## src/rtl/ps2_pkg.sv

```systemverilog
// Shared PS/2 definitions: receiver FSM state encoding, frame size and the
// scan codes that keyboard_display decodes.
package ps2_pkg;

   typedef enum logic [3:0] {
      IDLE   = 4'b0001,
      DATA   = 4'b0010,
      PARITY = 4'b0100,
      STOP   = 4'b1000
   } ps2_state_t;

   localparam int FRAME_BITS = 11;

   localparam logic [7:0] BREAK  = 8'hF0;
   localparam logic [7:0] LSHIFT = 8'h12;
   localparam logic [7:0] LCTRL  = 8'h14;

endpackage

```

## src/rtl/ps2_sync_filter.sv

```systemverilog
// Brings the raw PS/2 lines into the clk domain, de-glitches the clock line
// and emits a one-cycle fall pulse with the data bit sampled alongside it.
module ps2_sync_filter #(
   parameter int FILTER_LEN = 8
) (
   input  logic clk,
   input  logic rst,
   input  logic ps2_clk,
   input  logic ps2_dat,
   output logic fall,
   output logic sample
);

   localparam int FW = (FILTER_LEN > 1) ? $clog2(FILTER_LEN) : 1;

   logic                  clk_s1;
   logic                  clk_s2;
   logic                  dat_s1;
   logic                  dat_s2;
   logic                  filt_clk;
   logic [FW-1:0]         filt_cnt;
   logic [FILTER_LEN-1:0] dat_pipe;

   // The data pipe is as long as the filter delay so the sample lines up
   // with the filtered clock edge it belongs to.
   always_ff @(posedge clk or posedge rst) begin
      if (rst) begin
         clk_s1   <= 1'b1;
         clk_s2   <= 1'b1;
         dat_s1   <= 1'b1;
         dat_s2   <= 1'b1;
         filt_clk <= 1'b1;
         filt_cnt <= '0;
         dat_pipe <= '1;
         fall     <= 1'b0;
         sample   <= 1'b1;
      end else begin
         clk_s1 <= ps2_clk;
         clk_s2 <= clk_s1;
         dat_s1 <= ps2_dat;
         dat_s2 <= dat_s1;

         dat_pipe[0] <= dat_s2;
         for (int i = 1; i < FILTER_LEN; i++) begin
            dat_pipe[i] <= dat_pipe[i-1];
         end

         fall   <= 1'b0;
         sample <= dat_pipe[FILTER_LEN-1];

         if (clk_s2 != filt_clk) begin
            if (filt_cnt == FW'(FILTER_LEN - 1)) begin
               filt_clk <= clk_s2;
               filt_cnt <= '0;
               fall     <= ~clk_s2;
            end else begin
               filt_cnt <= filt_cnt + 1'b1;
            end
         end else begin
            filt_cnt <= '0;
         end
      end
   end

endmodule

```

## src/rtl/ps2_receiver.sv

```systemverilog
// PS/2 device-to-host receiver: decodes 11-bit frames into bytes for
// keyboard_display and reports parity, framing and timeout errors.
module ps2_receiver
   import ps2_pkg::*;
#(
   parameter int FILTER_LEN     = 8,
   parameter int TIMEOUT_CYCLES = 100000,
   parameter int CNT_W          = 17
) (
   input  logic       clk,
   input  logic       rst,
   input  logic       ps2_clk,
   input  logic       ps2_dat,
   output logic [7:0] ps2dis_data,
   output logic       ps2dis_recFlag,
   output logic       parity_err,
   output logic       frame_err,
   output logic       timeout_err,
   output logic       busy,
   output logic [7:0] byte_cnt
);

   logic             fall;
   logic             sample;
   ps2_state_t       state;
   logic [7:0]       shift;
   logic [2:0]       bit_cnt;
   logic             parity_bit;
   logic [CNT_W-1:0] tcnt;

   ps2_sync_filter #(.FILTER_LEN(FILTER_LEN)) u_sync_filter (
      .clk     (clk),
      .rst     (rst),
      .ps2_clk (ps2_clk),
      .ps2_dat (ps2_dat),
      .fall    (fall),
      .sample  (sample)
   );

   // A fall always wins over the timeout, so a bit arriving on the last
   // allowed cycle keeps the frame alive.
   always_ff @(posedge clk or posedge rst) begin
      if (rst) begin
         state          <= IDLE;
         shift          <= '0;
         bit_cnt        <= '0;
         parity_bit     <= 1'b0;
         tcnt           <= '0;
         ps2dis_data    <= '0;
         ps2dis_recFlag <= 1'b0;
         parity_err     <= 1'b0;
         frame_err      <= 1'b0;
         timeout_err    <= 1'b0;
         busy           <= 1'b0;
         byte_cnt       <= '0;
      end else begin
         ps2dis_recFlag <= 1'b0;
         parity_err     <= 1'b0;
         frame_err      <= 1'b0;
         timeout_err    <= 1'b0;

         if (fall) begin
            tcnt <= '0;
            case (state)
               IDLE: begin
                  if (!sample) begin
                     state   <= DATA;
                     bit_cnt <= '0;
                     busy    <= 1'b1;
                  end
               end
               DATA: begin
                  shift   <= {sample, shift[7:1]};
                  bit_cnt <= bit_cnt + 1'b1;
                  if (bit_cnt == 3'd7) begin
                     state <= PARITY;
                  end
               end
               PARITY: begin
                  parity_bit <= sample;
                  state      <= STOP;
               end
               STOP: begin
                  state <= IDLE;
                  busy  <= 1'b0;
                  if (!sample) begin
                     frame_err <= 1'b1;
                  end else if (((^shift) ^ parity_bit) != 1'b1) begin
                     parity_err <= 1'b1;
                  end else begin
                     ps2dis_data    <= shift;
                     ps2dis_recFlag <= 1'b1;
                     byte_cnt       <= byte_cnt + 1'b1;
                  end
               end
               default: begin
                  state <= IDLE;
                  busy  <= 1'b0;
               end
            endcase
         end else if (state != IDLE) begin
            if (tcnt == CNT_W'(TIMEOUT_CYCLES - 1)) begin
               state       <= IDLE;
               busy        <= 1'b0;
               timeout_err <= 1'b1;
               tcnt        <= '0;
            end else begin
               tcnt <= tcnt + 1'b1;
            end
         end else begin
            tcnt <= '0;
         end
      end
   end

endmodule

```

## config.mk

```make
export PLATFORM = sky130hd
export DESIGN_NAME = ps2_receiver
export DESIGN_NICKNAME = d
export VERILOG_FILES = /design/src/rtl/ps2_pkg.sv /design/src/rtl/ps2_sync_filter.sv /design/src/rtl/ps2_receiver.sv
export SDC_FILE = /design/constraint.sdc
export NUM_CORES = 1
export LEC_CHECK = 0
export ABC_AREA = 0
export CORE_MARGIN = 5
export CORE_UTILIZATION = 25
export DETAILED_ROUTE_END_ITERATION = 10
export SYNTH_ARGS = -nofsm -noshare
export SYNTH_HDL_FRONTEND = slang
export SYNTH_SLANG_ARGS = --single-unit
export TNS_END_PERCENT = 20
```

## constraint.sdc

```tcl
create_clock -name clk -period 2.15 [get_ports clk]
set_input_delay 0.215 -clock clk [delete_from_list [all_inputs] [get_ports clk]]
set_output_delay 0.215 -clock clk [all_outputs]
set_load 0.02 [all_outputs]
```

==> flow_summary.toml <==
[die]
row_count = 40
ios = 25
core_um2 = 12100
die_w_um = 121
initial_core_util_pct = 25.7
die_area_um2 = 14700
die_h_um = 121

[synth]
synth_area_leaders = "dfrtp_1, dfstp_2, mux2_2"
synth_fp_nets = 250
syn_inst = 240
ys_types = 45
syn_avg_cell_area_um2 = 12.9
async_flop_share_pct = 100
yosysTopAreaCell = "dfrtp_1"
ys_ff_latch = 72
synth_top_area_share_pct = 46.0
seq_area_frac_synth_pct = 58.7
synth-edff-count = 0
ys.flop_type = "dfrtp_1"
synthesis.area_um2 = 3100
ys.warnings.count = 0

[flow_run]
drv_cap = 0

[drt]
initialDrtViolationCount = 97
drc = 0
ant_nets = 0
routed_wl_um = 5220
vias = 1845
avgRoutedWirePerCell_um = 11.4
vias_per_cell = 4.05
drt-pass1-iter-count = 4

[final_layout]
syn_to_final_growth_pct = 27.0
drive_gt1_share_pct = 24.3
num_antenna_cells = 0
fill_cells = 1188
postLayoutCoreUtil_pct = 32.6
nets = 293

[grt]
grt_pass1_wl_um = 9170
grt-ovfl-total = 0
first_global_vias = 1941
antenna_found_initial = 0
grt_max_degree = 73
grt_use_total_pct = 7.79

[place]
port-buffer-count = 24
dp_hpwl_um = 3600
gp_congestion = 0.890

[clock_network]
cts_hold_buf = 0
cts.sinks = 72
cts_tree = "yes"
cts.clk_slew.worst_paths_ns = 0.06
clock_latency_ns = 0.33
cts_buffers = 9
htreeDepth = 3
clockBufferDepth = 2
cts_root_buffer = "clkbuf_16"

[setup_path]
cp.depth = 5
required_ns = 2.36
worstSetupStartpointType = "register"
max_stage_delay_ns = 0.44
crit_chain = "xor3_1 > or4_4 > mux2i_4 > buf_12 > mux2_2"
end_kind = "register"
arrival_ns = 2.29
crit_buf_inv = 1
path_class = "reg -> reg"
r2r_cells = 5
crit_family = "multiplexers"
cp_max_fo = 17
cpMaxStageDelayCell = "xor3_1"

[timing]
report.final.slew_viol_count = 0
period_share_pct = 96.8
max_freq_ghz = 0.481
grt_setup_unrepaired = "true"
setup_viol = 0
min_period_ns = 2.08
hold_ws_ns = 0.283
worst_pin_slew_ns = 0.427
clock_skew_ns = 0.00917
finalHoldViolCount = 0
slew_headroom_pct = 71.3

[power]
ir_drop_v = 0.000370
cellLeakagePower_uw = 0.00180
power.total_uw = 3320
p_per_area_nw_per_um2 = 842

[run_status]
status = "finished clean"

[hold_path]
hp-class = "in -> async"
==> cell usage after synthesis (2+ instances only) <==
library cell,instances
a21oi_1,4
nor4bb_1,2
nand4_1,4
nand3_1,11
dfrtp_1,57
dfstp_2,15
o21ai_0,6
nand2_1,11
nand4_4,2
and2_1,5
o21bai_1,2
mux2_1,2
clkbuf_1,2
xnor2_1,14
nor2b_1,4
inv_1,6
and3_1,6
nor2_1,21
nor4_1,2
nor3_1,3
nand3_2,3
nor3b_1,2
xor2_1,11
ha_1,6
mux2_2,18
xnor2_2,2
==> repair_timing <==
action,in CTS,in global routing
endpoints found under the setup margin,0,4
hold endpoints to repair,0,0
resized for setup,0,0
buffers inserted,0,1
==> cells by family (layout without fill, tap and decap cells) <==
group           Yosys count  count (layout)  synth area share (%)
simple gates             83              83                  15.6
flops                    72              72                  58.7
xor+xnor                 29              29                  9.60
mux                      21              21                  7.99
compound gates           19              19                  3.87
buf+inv                  10              58                  1.78
fa+ha+maj                 6               6                  2.42
==> through the flow <==
step | TNS [ns] | cell area (um2) | std cells | worst slack (ns)
floorplan | 0 | 3100 | 240 | 0.0131
global placement | 0 | 3630 | 439 | 0.101
detailed placement | 0 | 3630 | 439 | 0.0682
CTS | 0 | 3930 | 455 | 0.0462
global route | -0.0105 | 3940 | 456 | -0.00500
finish | 0 | 3940 | 456 | 0.0693
==> metal layers <==
layer | share of wire [%] | vias up | track usage (%)
met5 | 0 | - | 0
met3 | 4.7 | 6 | 3.22
met2 | 45 | 22 | 11.8
met4 | 0.96 | 0 | 2.73
met1 | 49 | 898 | 10.0
li1 | - | 919 | -
==> report_power, final <==
part / internal (uW) / total [uW] / switching, uW
logic: 136 / 286 / 151
registers: 1480 / 1560 / 79.2
clock network: 924 / 1470 / 547
total: 2540 / 3320 / 777
==> final timing paths <==
| check | end | start | slack [ns] |
|---|---|---|---|
| worst min register to register | u_sync_filter.sample | u_sync_filter.dat_pipe[7] | 0.35 |
| worst max register to register | ps2dis_data[0] | shift[5] | 0.07 |
| max in group asynchronous | u_sync_filter.dat_s1 | rst | 1.54 |
| min in group clk | u_sync_filter.dat_s1 | ps2_dat | 0.30 |
| worst min-delay path | ps2dis_data[6] | rst | 0.28 |
| worst max-delay path | ps2dis_data[0] | shift[5] | 0.07 |
==> cells in the final DEF (no fill, tap or decap), types with 2 or more instances in the layout <==
| master | netlist | routed |
|---|---|---|
| a21oi_1 | 4 | 4 |
| and2_1 | 5 | 5 |
| and3_1 | 6 | 6 |
| buf_12 | 1 | 2 |
| buf_4 | 0 | 10 |
| clkbuf_1 | 2 | 2 |
| clkbuf_16 | 0 | 11 |
| clkdlybuf4s50_1 | 0 | 24 |
| dfrtp_1 | 57 | 57 |
| dfstp_2 | 15 | 15 |
| ha_1 | 6 | 6 |
| inv_1 | 6 | 5 |
| mux2_1 | 2 | 2 |
| mux2_2 | 18 | 18 |
| nand2_1 | 11 | 11 |
| nand3_1 | 11 | 11 |
| nand3_2 | 3 | 3 |
| nand4_1 | 4 | 4 |
| nand4_4 | 2 | 2 |
| nor2_1 | 21 | 21 |
| nor2b_1 | 4 | 4 |
| nor3_1 | 3 | 3 |
| nor3b_1 | 2 | 2 |
| nor4_1 | 2 | 2 |
| nor4bb_1 | 2 | 2 |
| o21ai_0 | 6 | 6 |
| o21bai_1 | 2 | 2 |
| xnor2_1 | 14 | 14 |
| xnor2_2 | 2 | 2 |
| xor2_1 | 11 | 11 |
==> registers in the layout, summed over array words and instances (netlist names) <==
name / flops
bit_cnt: 3
u_sync_filter.clk_s2: 1
ps2dis_recFlag: 1
u_sync_filter.fall: 1
byte_cnt: 8
parity_err: 1
timeout_err: 1
frame_err: 1
u_sync_filter.dat_pipe: 8
u_sync_filter.dat_s2: 1
state: 4
u_sync_filter.filt_clk: 1
busy: 1
u_sync_filter.filt_cnt: 3
shift: 8
tcnt: 17
parity_bit: 1
ps2dis_data: 8
u_sync_filter.dat_s1: 1
u_sync_filter.clk_s1: 1
u_sync_filter.sample: 1
==> worst register-to-register path, delay by kind of cell (launching register included) <==
kind | cells | cell delay (ns)
xor gates and xnor gates | 1 | 0.44
buffers and inverters | 1 | 0.19
DFF | 1 | 0.38
muxes | 2 | 0.52
and+or+nand+nor | 1 | 0.44
==> cell type report <==
class	count	area [um2]	share of cell area, %
flip-flops and latches	72	1820	46.2
clock inverters	3	21.3	0.540
multi-input cells	158	1220	31.1
clock buffers	13	283	7.18
inverters	6	22.5	0.572
well taps	168	210	5.34
repair buffers	36	355	9.02
Power figures use the tool's default switching activity.
